$ cat config.mk
export PLATFORM = sky130hd
export DESIGN_NAME = idct_dot_pipe_flat
export DESIGN_NICKNAME = d
export VERILOG_FILES = /design/src/rtl/idct_dot_pipe_if.sv /design/src/rtl/idct_dot_pipe.sv /design/src/flat_wrapper.sv
export SDC_FILE = /design/constraint.sdc
export NUM_CORES = 2
export LEC_CHECK = 0
export BUFFER_PORTS_ARGS = -buffer_cell sky130_fd_sc_hd__buf_2
export CAP_MARGIN = 0
export CORE_UTILIZATION = 40
export CTS_BUF_LIST = sky130_fd_sc_hd__clkbuf_8
export CTS_CLUSTER_DIAMETER = 50
export DETAILED_ROUTE_END_ITERATION = 10
export PLACE_DENSITY_LB_ADDON = 0.08
export SYNTH_ARGS = -nofsm -noshare
export SYNTH_HDL_FRONTEND = slang
export SYNTH_SLANG_ARGS = --single-unit
$ cat constraint.sdc
create_clock -name clk -period 12.9 [get_ports clk]
set_input_delay 2.58 -clock clk [delete_from_list [all_inputs] [get_ports clk]]
set_output_delay 2.58 -clock clk [all_outputs]
set_load 0.01 [all_outputs]
$ cat src/rtl/idct_dot_pipe_if.sv
// Stream bundle for the IDCT dot-product stage: input beat handshake plus
// the result handshake that carries acc/d/x for downstream butterflies.
interface idct_dot_pipe_if #(
   parameter int N_TAPS = 4,
   parameter int DIN_W  = 16,
   parameter int ACC_W  = 26,
   parameter int DOUT_W = 16
) ();
   logic                       in_valid;
   logic                       in_ready;
   logic [N_TAPS*DIN_W-1:0]    d_in;
   logic                       out_valid;
   logic                       out_ready;
   logic signed [ACC_W-1:0]    acc_out;
   logic signed [DOUT_W-1:0]   d_out;
   logic [N_TAPS*DIN_W-1:0]    x_out;

   modport master (
      output in_valid, d_in, out_ready,
      input  in_ready, out_valid, acc_out, d_out, x_out
   );

   modport slave (
      input  in_valid, d_in, out_ready,
      output in_ready, out_valid, acc_out, d_out, x_out
   );
endinterface

$ cat src/rtl/idct_dot_pipe.sv
// N-tap systolic dot product with internal input skew, programmable
// coefficients, whole-pipeline stall and rounded/saturated output.
module idct_dot_pipe #(
   parameter int N_TAPS = 4,
   parameter int DIN_W  = 16,
   parameter int COEF_W = 8,
   parameter int ACC_W  = 26,
   parameter int DOUT_W = 16,
   parameter int SHIFT  = 7,
   parameter logic [N_TAPS*COEF_W-1:0] COEF_INIT = {8'sd83, -8'sd64, -8'sd36, 8'sd64},
   localparam int AW = (N_TAPS > 1) ? $clog2(N_TAPS) : 1
) (
   input  logic                     clk,
   input  logic                     reset,
   input  logic                     coef_we,
   input  logic [AW-1:0]            coef_addr,
   input  logic signed [COEF_W-1:0] coef_data,
   idct_dot_pipe_if.slave           bus
);

   localparam int PW     = DIN_W + COEF_W;
   localparam int VW     = N_TAPS * DIN_W;
   localparam int EW     = ACC_W + 1;
   localparam int RND_SH = (SHIFT > 0) ? SHIFT - 1 : 0;
   localparam logic signed [EW-1:0] RND_C = (SHIFT > 0) ?
      ({{(EW-1){1'b0}}, 1'b1} << RND_SH) : {EW{1'b0}};
   localparam logic signed [EW-1:0] DMAX = {{(EW-DOUT_W+1){1'b0}}, {(DOUT_W-1){1'b1}}};
   localparam logic signed [EW-1:0] DMIN = {{(EW-DOUT_W+1){1'b1}}, {(DOUT_W-1){1'b0}}};

   logic signed [COEF_W-1:0] c_r    [N_TAPS];
   logic [N_TAPS-1:0]        vld_r;
   logic signed [ACC_W-1:0]  p_r    [N_TAPS];
   logic [VW-1:0]            xv_r   [N_TAPS];
   logic signed [ACC_W-1:0]  prod_s [N_TAPS];
   logic signed [EW-1:0]     rnd_s;
   logic                     adv_s;

   function automatic logic signed [ACC_W-1:0] mul_ext(
      input logic signed [DIN_W-1:0]  x,
      input logic signed [COEF_W-1:0] c
   );
      logic signed [PW-1:0] m;
      m = PW'(x) * PW'(c);
      return ACC_W'(m);
   endfunction

   function automatic logic signed [DOUT_W-1:0] sat(input logic signed [EW-1:0] v);
      logic signed [DOUT_W-1:0] r;
      if (v > DMAX) begin
         r = DMAX[DOUT_W-1:0];
      end else if (v < DMIN) begin
         r = DMIN[DOUT_W-1:0];
      end else begin
         r = v[DOUT_W-1:0];
      end
      return r;
   endfunction

   assign adv_s = ~vld_r[N_TAPS-1] | bus.out_ready;

   // Per-tap products; tap k reads lane k after k skew registers.
   always_comb begin
      prod_s[0] = mul_ext(bus.d_in[DIN_W-1:0], c_r[0]);
      for (int k = 1; k < N_TAPS; k++) begin
         prod_s[k] = mul_ext(xv_r[k-1][k*DIN_W +: DIN_W], c_r[k]);
      end
   end

   // Round-half-up then arithmetic shift of the registered accumulator.
   always_comb begin
      rnd_s = (EW'(p_r[N_TAPS-1]) + RND_C) >>> SHIFT;
   end

   // Systolic partial sums, valid chain and the vector delay line; the
   // vector line doubles as the per-lane skew and the x_out alignment.
   always_ff @(posedge clk) begin
      if (reset) begin
         vld_r <= '0;
         for (int s = 0; s < N_TAPS; s++) begin
            p_r[s]  <= '0;
            xv_r[s] <= '0;
         end
      end else if (adv_s) begin
         vld_r   <= {vld_r[N_TAPS-2:0], bus.in_valid};
         p_r[0]  <= prod_s[0];
         xv_r[0] <= bus.d_in;
         for (int s = 1; s < N_TAPS; s++) begin
            p_r[s]  <= p_r[s-1] + prod_s[s];
            xv_r[s] <= xv_r[s-1];
         end
      end
   end

   // Coefficient registers; writes ignore the stall and out-of-range taps.
   always_ff @(posedge clk) begin
      if (reset) begin
         for (int k = 0; k < N_TAPS; k++) begin
            c_r[k] <= COEF_INIT[k*COEF_W +: COEF_W];
         end
      end else if (coef_we && (int'(coef_addr) < N_TAPS)) begin
         c_r[coef_addr] <= coef_data;
      end
   end

   assign bus.in_ready  = adv_s;
   assign bus.out_valid = vld_r[N_TAPS-1];
   assign bus.acc_out   = p_r[N_TAPS-1];
   assign bus.x_out     = xv_r[N_TAPS-1];
   assign bus.d_out     = sat(rnd_s);

endmodule

$ cat src/flat_wrapper.sv
// flat-port wrapper written by rule: the top's interface ports become plain ports
module idct_dot_pipe_flat 
#(
   parameter int N_TAPS = 4,
   parameter int DIN_W  = 16,
   parameter int COEF_W = 8,
   parameter int ACC_W  = 26,
   parameter int DOUT_W = 16,
   parameter int SHIFT  = 7,
   parameter logic [N_TAPS*COEF_W-1:0] COEF_INIT = {8'sd83, -8'sd64, -8'sd36, 8'sd64},
   localparam int AW = (N_TAPS > 1) ? $clog2(N_TAPS) : 1
)
  (clk, reset, coef_we, coef_addr, coef_data, bus_in_valid, bus_d_in, bus_out_ready, bus_in_ready, bus_out_valid, bus_acc_out, bus_d_out, bus_x_out);
  idct_dot_pipe_if #(.N_TAPS(N_TAPS), .DIN_W(DIN_W), .ACC_W(ACC_W), .DOUT_W(DOUT_W)) bus_i ();
  input  logic clk;
  input  logic reset;
  input  logic coef_we;
  input  logic [AW-1:0] coef_addr;
  input  logic signed [COEF_W-1:0] coef_data;
  input wire logic [$bits(bus_i.in_valid)-1:0] bus_in_valid;
  input wire logic [$bits(bus_i.d_in)-1:0] bus_d_in;
  input wire logic [$bits(bus_i.out_ready)-1:0] bus_out_ready;
  output wire logic [$bits(bus_i.in_ready)-1:0] bus_in_ready;
  output wire logic [$bits(bus_i.out_valid)-1:0] bus_out_valid;
  output wire logic [$bits(bus_i.acc_out)-1:0] bus_acc_out;
  output wire logic [$bits(bus_i.d_out)-1:0] bus_d_out;
  output wire logic [$bits(bus_i.x_out)-1:0] bus_x_out;
  assign bus_i.in_valid = bus_in_valid;
  assign bus_i.d_in = bus_d_in;
  assign bus_i.out_ready = bus_out_ready;
  assign bus_in_ready = bus_i.in_ready;
  assign bus_out_valid = bus_i.out_valid;
  assign bus_acc_out = bus_i.acc_out;
  assign bus_d_out = bus_i.d_out;
  assign bus_x_out = bus_i.x_out;
  idct_dot_pipe #(.N_TAPS(N_TAPS), .DIN_W(DIN_W), .COEF_W(COEF_W), .ACC_W(ACC_W), .DOUT_W(DOUT_W), .SHIFT(SHIFT), .COEF_INIT(COEF_INIT)) u_core (.clk(clk), .reset(reset), .coef_we(coef_we), .coef_addr(coef_addr), .coef_data(coef_data), .bus(bus_i));
endmodule
==> summary.md <==
| Metric | Value |
|---|---|
| # rows | 109 |
| Placer congestion estimate | 0.881 |
| Slew Viols, Final | 0 |
| Initial drt markers | 1071 |
| # clock sinks | 394 |
| Via-per-instance ratio | 4.88 |
| Worst Clk Skew | 0.0530 ns |
| GRT overflow | 0 |
| Ys Warns | 0 |
| MaxCap Viol Count | 0 |
| Clock root cell | clkbuf_8 |
| WHS Path Cells | 2 |
| Fmax achieved | 0.148 GHz |
| Postcts setup bufs | 0 |
| Flops & latches, synth | 394 |
| Cts repair resizes | 0 |
| Share of layout cells above drive strength 1 | 9.73% |
| Cells after Synth | 3235 |
| Synth async-reset ratio | 0% |
| Routed wire length | 81100 um |
| Class of the worst hold path | reg -> reg |
| RSZ-0062 raised after global routing | no |
| CTS tree | done |
| Core area | 88900 um2 |
| Status | finished, final reports clean |
| Die Wd | 303 um |
| Ports | 187 |
| Initial Util | 40.6% |
| Crit path DAT | 7.20 ns |
| Netlist cell types | 66 |
| DR vias | 22300 |
| Area post-placement | 37600 um2 |
| Final Hold Vio Count | 0 |
| Max-Slew Margin vs Limit | 31.9% |
| Hold buffers post-CTS | 0 |
| Drt wl/cell | 17.8 um |
| Worst-path fanout max | 9 |
| Drt drc | 0 |
| Worst setup EP type | register |
| Total GRT Usage | 18.5% |
| Net count after synthesis | 4042 |
| CTS Buf Count | 80 |
| Dpl hpwl | 61800 um |
| Reg2Reg Depth | 16 |
| DIE HEIGHT | 303 um |
| Antenna viol nets, final | 0 |
| Util after Layout | 44.1% |
| Clock latency on the worst-skew pair | 0.72 ns |
| Layout Nets | 4146 |
| Vias in the first global route | 24500 |
| Flop-to-flop setup slack | 6.90 ns |
| Mapped Avg Cell Area | 11.2 um2 |
| Crit path kind | in -> reg |
| Post-route cell area | 39200 um2 |
| Max Root-Sink Buffers | 3 |
| H-tree depth | 3 |
| Post-synthesis sequential area ratio | 32.6% |
| Peak VDD IR | 0.123 mV |
| Pre-Repair DR Iteration Count | 5 |
| Clock Pin Slew Worst Setup and Hold Paths | 0.06 ns |
| Mapped Area | 36100 um2 |
| Fin crit period | 6.76 ns |
| Power Density | 200 nW/um2 |
| Worst-margin pin slew | 1.02 ns |
| EDFF count, synth | 390 |
| Primary FF master, synth | edfxtp_1 |
| First-pass GRT wire length | 132000 um |
| Largest net degree at the start of global routing | 104 |
| CP startpoint kind | input port |
| DIE AREA | 91500 um2 |
| WP data required | 13.34 ns |
| Final setup viols | 0 |
| Fin Setup TNS | 0 ns |
| PortBufs | 186 |
| Final period utilization | 52.4% |
| Area growth syn-to-layout | 8.63% |
| Leak | 0.0187 uW |
| Initial antenna violation count | 12 |
## cell families (layout without fill, tap and decap cells)
logic type      count (synthesis)  count (layout)  share of synthesized area (%)
fa+ha+maj                     728             728                           35.8
other cells                     0               3                              0
buf+inv                       675             842                           7.97
simple gates                 1086            1086                           16.6
mux                            11              11                          0.308
xor+xnor                       84              84                           2.04
compound gates                257             257                           4.63
flops                         394             394                           32.6
## area by class of cell
type | instances | area (um2)
fill | 8513 | 49700
multi-input combinational | 2166 | 21500
sequential | 394 | 11800
inverter | 496 | 1860
tap | 1165 | 1460
clock buffer | 83 | 1140
timing repair buffer | 201 | 1040
clock inverter | 62 | 465
antenna | 3 | 7.51
## worst max-delay path, stage by stage
cell	delay, ns
buf_2	0.16
and2_1	0.19
fa_1	0.54
inv_1	0.06
fa_1	0.53
inv_1	0.06
fa_1	0.48
inv_1	0.05
fa_1	0.53
inv_1	0.04
ha_1	0.33
o21ai_0	0.10
nor2_1	0.11
o31ai_1	0.41
o21ai_1	0.21
o41ai_1	0.52
o21ai_1	0.15
mux2i_1	0.14
## state kept, by name, summed over array words and instances (netlist names)
name	cells
u_core.xv_r	256
u_core.p_r	102
u_core.c_r	32
u_core.vld_r	4
## report_power, final
| group | total, uW | internal (uW) | switching [uW] | leakage [uW] |
|---|---|---|---|---|
| logic | 4680 | 2000 | 2680 | 0.0132 |
| registers | 1840 | 1690 | 157 | 0.00459 |
| clock network | 1310 | 725 | 589 | 0.000869 |
## layer usage
metal	routed length (um)	share of wire (%)	track usage [%]	vias to the layer above
met3	3280	4.0	3.02	113
li1	-	-	-	10400
met4	1790	2.2	5.13	2
met5	7	0.0086	0	-
met1	34600	43	23.3	11400
met2	41400	51	32.8	383
## synthesized netlist by cell type, drive strengths merged (6+ instances only)
library cell / n / area (um2)
and2: 609 / 3810
fa: 510 / 10200
inv: 496 / 1860
edfxtp: 390 / 11700
ha: 218 / 2730
nand2: 188 / 706
nor2: 131 / 492
buf: 97 / 709
clkbuf: 82 / 308
o21ai: 66 / 334
a21oi: 56 / 284
xnor2: 54 / 473
nand2b: 38 / 238
xor2: 30 / 263
a21o: 27 / 203
nor2b: 24 / 150
nor3: 22 / 110
nand3: 18 / 95.1
o21a: 16 / 128
a211oi: 15 / 113
a31oi: 14 / 87.6
and3: 13 / 88.8
or3: 13 / 81.3
mux2i: 10 / 100
o21bai: 10 / 75.1
nor3b: 9 / 67.6
o211ai: 9 / 67.6
nand4: 6 / 52.6
or2: 6 / 37.5
## through the flow
step	hold slack [ns]	instances	setup WS [ns]	power (uW)
detailed placement	0.449	4422	5.44	6600
CTS	0.462	4567	6.22	7990
global route	0.476	4569	5.82	8700
global placement	0.438	4422	5.46	6550
floorplan	0.432	3235	0.476	5410
finish	0.462	4570	6.14	7840
## worst paths after layout
kind,startpoint,endpoint
max,bus_d_in[5],u_core.p_r[0][24]$_SDFFCE_PN0P_
min,u_core.vld_r[1]$_SDFFE_PP0P_,u_core.vld_r[1]$_SDFFE_PP0P_
max reg2reg,u_core.c_r[3][0]$_DFFE_PP_,u_core.p_r[0][103]$_SDFFCE_PN0P_
min reg2reg,u_core.vld_r[1]$_SDFFE_PP0P_,u_core.vld_r[1]$_SDFFE_PP0P_
## cell usage in the layout (no fill, tap or decap), drive strengths merged, types with 10 or more instances in the layout
cell,count
and2,609
inv,522
fa,510
edfxtp,390
ha,218
buf,201
nand2,188
nor2,131
clkbuf,83
o21ai,66
a21oi,56
xnor2,54
nand2b,38
xor2,30
a21o,27
nor2b,24
nor3,22
clkinv,22
nand3,18
o21a,16
a211oi,15
a31oi,14
or3,13
and3,13
o21bai,10
mux2i,10
Power figures use the tool's default switching activity.
